`src/rtl/lotr_pkg.sv`:
```
// Shared types and address map constants for the lotr end-of-test mailbox.
package lotr_pkg;

    typedef enum logic [2:0] {
        ST_RUN     = 3'd0,
        ST_PASS    = 3'd1,
        ST_FAIL    = 3'd2,
        ST_TIMEOUT = 3'd3
    } eot_state_e;

    localparam logic [31:0] LOTR_BASE_ADDR = 32'h00C0_0000;
    localparam logic [31:0] OFS_SUMMARY    = 32'h0000_0040;
    localparam logic [31:0] OFS_COUNTER    = 32'h0000_0044;

    typedef struct packed {
        logic [30:0] code;
        logic        done;
    } mbox_word_t;

endpackage

```
`src/rtl/lotr_eot_watchdog.sv`:
```
// Saturating run-time counter with a single-compare expiry flag.
module lotr_eot_watchdog #(
    parameter logic [31:0] TIMEOUT_CYC = 32'd100000
) (
    input  logic        clk,
    input  logic        rst,
    input  logic        run_en,
    output logic [31:0] count,
    output logic        expired
);
    logic        armed_q, armed_d;
    logic [31:0] count_q, count_d;

    // First edge after reset release only arms the counter, so counting restarts from 0.
    always_comb begin
        armed_d = 1'b1;
        count_d = count_q;
        if (armed_q && run_en && (count_q != '1)) begin
            count_d = count_q + 32'd1;
        end
    end

    always_ff @(posedge clk or posedge rst) begin
        if (rst) begin
            armed_q <= 1'b0;
            count_q <= '0;
        end else begin
            armed_q <= armed_d;
            count_q <= count_d;
        end
    end

    assign count   = count_q;
    assign expired = armed_q && (count_q == (TIMEOUT_CYC - 32'd1));

endmodule

```
`src/rtl/lotr_eot_mbox.sv`:
```
// End-of-test mailbox: per-core status words, pass/fail/timeout state and read-back window.
module lotr_eot_mbox
    import lotr_pkg::*;
#(
    parameter int unsigned NUM_CORES   = 4,
    parameter logic [31:0] BASE_ADDR   = LOTR_BASE_ADDR,
    parameter logic [31:0] TIMEOUT_CYC = 32'd100000
) (
    input  logic                 QClk,
    input  logic                 RstQnnnH,
    input  logic                 WrEnQ,
    input  logic                 RdEnQ,
    input  logic [31:0]          AddressQ,
    input  logic [31:0]          WrDataQ,
    output logic [31:0]          RdDataQ,
    output logic                 AllDoneQ,
    output logic                 PassQ,
    output logic                 TimeoutQ,
    output logic [NUM_CORES-1:0] CoreDoneQ
);
    localparam int unsigned IDX_W = (NUM_CORES > 1) ? $clog2(NUM_CORES) : 1;

    mbox_word_t            words_q [NUM_CORES];
    mbox_word_t            words_d [NUM_CORES];
    logic                  ovf_err_q, ovf_err_d;
    eot_state_e            state_q, state_d;
    logic [31:0]           rd_data_q, rd_data_d;
    logic [31:0]           offset;
    logic                  core_hit;
    logic [IDX_W-1:0]      core_idx;
    logic [NUM_CORES-1:0]  done_now, done_next;
    logic                  code_nz;
    logic [31:0]           wd_count;
    logic                  wd_expired;

    always_comb begin
        offset   = AddressQ - BASE_ADDR;
        core_hit = (offset < 32'(4 * NUM_CORES)) && (offset[1:0] == 2'b00);
        core_idx = offset[IDX_W+1:2];
    end

    always_comb begin
        words_d   = words_q;
        ovf_err_d = ovf_err_q;
        if (WrEnQ && core_hit) begin
            if (!words_q[core_idx].done && WrDataQ[0]) begin
                words_d[core_idx].code = WrDataQ[31:1];
                words_d[core_idx].done = 1'b1;
            end else begin
                ovf_err_d = 1'b1;
            end
        end
    end

    always_comb begin
        done_now  = '0;
        done_next = '0;
        code_nz   = 1'b0;
        for (int unsigned i = 0; i < NUM_CORES; i++) begin
            done_now[i]  = words_q[i].done;
            done_next[i] = words_d[i].done;
            code_nz      = code_nz | (|words_q[i].code);
        end
    end

    always_ff @(posedge QClk or posedge RstQnnnH) begin
        if (RstQnnnH) begin
            words_q   <= '{default: '0};
            ovf_err_q <= 1'b0;
            rd_data_q <= '0;
        end else begin
            words_q   <= words_d;
            ovf_err_q <= ovf_err_d;
            rd_data_q <= rd_data_d;
        end
    end

    always_ff @(posedge QClk or posedge RstQnnnH) begin
        if (RstQnnnH) begin
            state_q <= ST_RUN;
        end else begin
            state_q <= state_d;
        end
    end

    // Completion is judged on registered flags; timeout is suppressed when a write in
    // this very cycle completes the set, so that write still resolves to PASS/FAIL.
    always_comb begin
        state_d = state_q;
        if (state_q == ST_RUN) begin
            if (&done_now) begin
                state_d = code_nz ? ST_FAIL : ST_PASS;
            end else if (wd_expired && !(&done_next)) begin
                state_d = ST_TIMEOUT;
            end
        end
    end

    always_comb begin
        AllDoneQ  = (state_q != ST_RUN);
        PassQ     = (state_q == ST_PASS);
        TimeoutQ  = (state_q == ST_TIMEOUT);
        CoreDoneQ = done_now;
    end

    lotr_eot_watchdog #(
        .TIMEOUT_CYC (TIMEOUT_CYC)
    ) u_watchdog (
        .clk     (QClk),
        .rst     (RstQnnnH),
        .run_en  (state_d == ST_RUN),
        .count   (wd_count),
        .expired (wd_expired)
    );

    always_comb begin
        rd_data_d = '0;
        if (RdEnQ) begin
            if (core_hit) begin
                rd_data_d = words_q[core_idx];
            end else if (offset == OFS_SUMMARY) begin
                rd_data_d = {24'b0, ovf_err_q, state_q, TimeoutQ, PassQ, AllDoneQ, 1'b0};
            end else if (offset == OFS_COUNTER) begin
                rd_data_d = wd_count;
            end
        end
    end

    assign RdDataQ = rd_data_q;

endmodule

```
`config.mk`:
```
export PLATFORM = sky130hd
export DESIGN_NAME = lotr_eot_mbox
export DESIGN_NICKNAME = d
export VERILOG_FILES = /design/src/rtl/lotr_pkg.sv /design/src/rtl/lotr_eot_watchdog.sv /design/src/rtl/lotr_eot_mbox.sv
export SDC_FILE = /design/constraint.sdc
export NUM_CORES = 1
export LEC_CHECK = 0
export CAP_MARGIN = 5
export CORE_ASPECT_RATIO = 1.75
export CORE_MARGIN = 2
export CORE_UTILIZATION = 35
export DETAILED_ROUTE_END_ITERATION = 12
export PLACE_DENSITY_LB_ADDON = 0.2
export SETUP_SLACK_MARGIN = 0.05
export SLEW_MARGIN = 20
export SYNTH_ARGS = -nofsm -noshare
export SYNTH_HDL_FRONTEND = slang
export SYNTH_SLANG_ARGS = --single-unit
```
`constraint.sdc`:
```
create_clock -name QClk -period 14.4 [get_ports QClk]
set_clock_uncertainty 0.15 [all_clocks]
set_input_delay 2.16 -clock QClk [delete_from_list [all_inputs] [get_ports QClk]]
set_output_delay 2.16 -clock QClk [all_outputs]
set_load 0.02 [all_outputs]
```
==> metrics.cfg <==
[synthesis]
synth_flop_cell = dfrtp_1
synthTopCellsByArea = dfrtp_1, mux2_2, mux4_2
ys_types = 51
syn_nets = 760
netlist_area_sq_um = 9290
synth.ff_latch_count = 197
synth-simple-area-share = 0.132
synth_top_area_cell = dfrtp_1
async_flop_share = 1.00
yosysWarnings = 0
synth_area_per_cell_sq_um = 13.4
synth_top_family_by_area = multiplexers
synth_edf_count = 0
synth-xor-area-share = 0.0300
netlist.area_leader.share = 0.531
synth-compound-area-share = 0.0356
synthCells = 691
seq_area_frac_synth = 0.531
synthMuxAreaShare = 0.238
synthAdderAreaFrac = 0.00135

[sta]
rsz0062_at_grt = false
finalHoldViolCount = 0
tns_ns = 0
final-setup-viol-count = 0
fmax_ghz = 0.204
worst_slew_pin_slew_ns = 1.02
fin_ws_ns = 9.50
maxSlewViolCount = 0
fin_crit_ns = 4.90
holdWs_ns = 0.318
post-route-period-util = 0.341
relSlewSlack = 0.317

[clocking]
cts-root-buf = clkbuf_16
clk_pin_slew_ns = 0.07
htreeDepth = 4
cts_resized = 0
postCtsSetupBuffers = 0
cts_buffer_depth = 2
cts_buffers = 17
cts_tree = done
clock_latency_ns = 0.45
cts.sinks = 197
hold_buffers = 0

[setup_path]
cp.arrival_ns = 5.13
endpoint_kind = flop
worstSetupPathType = input port to flop
cp_max_fo = 36
worst_setup_path_start_kind = input port
required_ns = 14.62

[finish]
area_delta_synth_final_pct = 20.5
fin_nets = 848
num_antenna_cells = 0
stdcell_area_sq_um = 11200
layout_common_cells = dfrtp_1, mux2_2, clkdlybuf4s50_1, nor4_1, mux4_2
drive_gt1_frac = 0.266
fill_cells = 2386
mostFrequentLayoutCell = dfrtp_1

[routing]
antenna_left = 0
dr.first_iter.drc_count = 533
firstDrtPassIters = 4
drt-total-wl_mm = 24.9
wl_per_cell_um = 22.3
vias_per_cell = 5.60
drc = 0
vias = 6223

[floorplan]
design.core.area_sq_um = 26100
rows = 78
fp.dieW_um = 127
die_h_um = 220
ios = 107
initial_core_util = 0.357
dieArea_sq_um = 27900

[power]
power.density_nw_per_um2 = 105
power.switching_mw = 0.262
clockPowerShare = 0.447
p_comb_frac = 0.060
ir_worst_vdd_mv = 0.0836
switching_share = 0.222
seqPwrFrac = 0.494
p_int_mw = 0.915
p_leak_nw = 5.01

[placement]
dp_hpwl_mm = 18.1
gp_congestion = 0.845
place_ws_ns = 9.05
postPlaceCellArea_sq_um = 10500
port_buffers = 106

[outcome]
status = finished clean

[run]
max_cap_viol_count = 0

[global_route]
track_usage = 0.190
antenna_found_initial = 0
grt_pass1_vias = 6792
grt_pass1_wl_mm = 40.1
grt-ovfl-total = 0
grt_max_degree = 116

[min_path]
min_path_type = flop to flop

==> Yosys cell counts (2+ instances only) <==
master	instances
dfrtp_1	197
mux2_2	120
nor4_1	41
mux4_2	31
nand4_1	28
nor2b_1	26
a32oi_1	24
xnor2_1	23
buf_4	20
nand2_1	20
nand3_1	16
nor2_1	11
and3_1	10
clkbuf_1	10
and2_1	9
mux2_1	9
nor3_1	9
buf_1	8
o21ai_0	8
and4_1	7
xor2_1	7
mux2i_1	6
inv_1	5
nor2_2	5
or2_2	5
a21oi_1	4
buf_2	4
a2111oi_0	2
buf_6	2
nor3b_1	2
nor4b_1	2
==> metrics by stage <==
stage                     utilization  total power [mW]  std cells
after floorplan                     -             0.626        691
after global placement          0.404             0.659       1080
after detailed placement        0.404             0.663       1080
after CTS                       0.429              1.19       1112
after global routing            0.430              1.22       1112
final                           0.430              1.18       1112
==> power groups by stage <==
| stage | sequential, mW | clock [mW] | combinational [mW] |
|---|---|---|---|
| after floorplan | 0.582 | 0 | 0.0442 |
| after global placement | 0.590 | 0 | 0.0689 |
| after detailed placement | 0.590 | 0 | 0.0728 |
| after CTS | 0.580 | 0.539 | 0.0720 |
| after global routing | 0.582 | 0.561 | 0.0780 |
| final | 0.581 | 0.526 | 0.0704 |
==> worst paths after layout <==
kind                         startpoint             endpoint  slack [ns]  cells past startpoint
max                        AddressQ[19]          RdDataQ[20]        9.50                      8
min                           ovf_err_q            ovf_err_q        0.32                      1
max reg2reg                CoreDoneQ[0]  u_watchdog.count[1]       11.50                      6
min reg2reg                   ovf_err_q            ovf_err_q        0.32                      1
max in group asynchronous      RstQnnnH            async pin       10.72                      3
min in group asynchronous      RstQnnnH           RdDataQ[6]        2.09                      2
==> final cells by class <==
type / count / area (sq um) / area share
Clock buffer: 20 / 457 / 0.0408
Tap cell: 320 / 400 / 0.0358
Multi-Input combinational cell: 444 / 4070 / 0.363
Timing Repair Buffer: 114 / 1110 / 0.0996
Inverter: 5 / 26.3 / 0.00235
Sequential cell: 197 / 4930 / 0.440
Clock inverter: 12 / 199 / 0.0178
==> cells by family (layout without fill, tap and decap cells) <==
logic type | Yosys count | count (layout)
buffers and inverters | 50 | 151
xor gates and xnor gates | 31 | 31
and+or+nand+nor | 202 | 202
adders and majority gates | 1 | 1
muxes | 166 | 166
other | 1 | 1
DFF | 197 | 197
AOI/OAI and AO/OA | 43 | 43
==> critical path, stage by stage <==
cell and delay [ns]:
clkdlybuf4s50_1 0.42, nor4_1 0.33, and4_1 0.24, buf_4 0.34, nand4_1 0.37, nor2_2 0.89, a32oi_1 0.19, nor2b_1 0.18
==> routing by layer <==
metal  GRT usage  wire length [um]
met5           0                 0
met4       0.112              1290
met3      0.0340               786
met2       0.333             13600
met1       0.216              9140
Power figures use the tool's default switching activity.
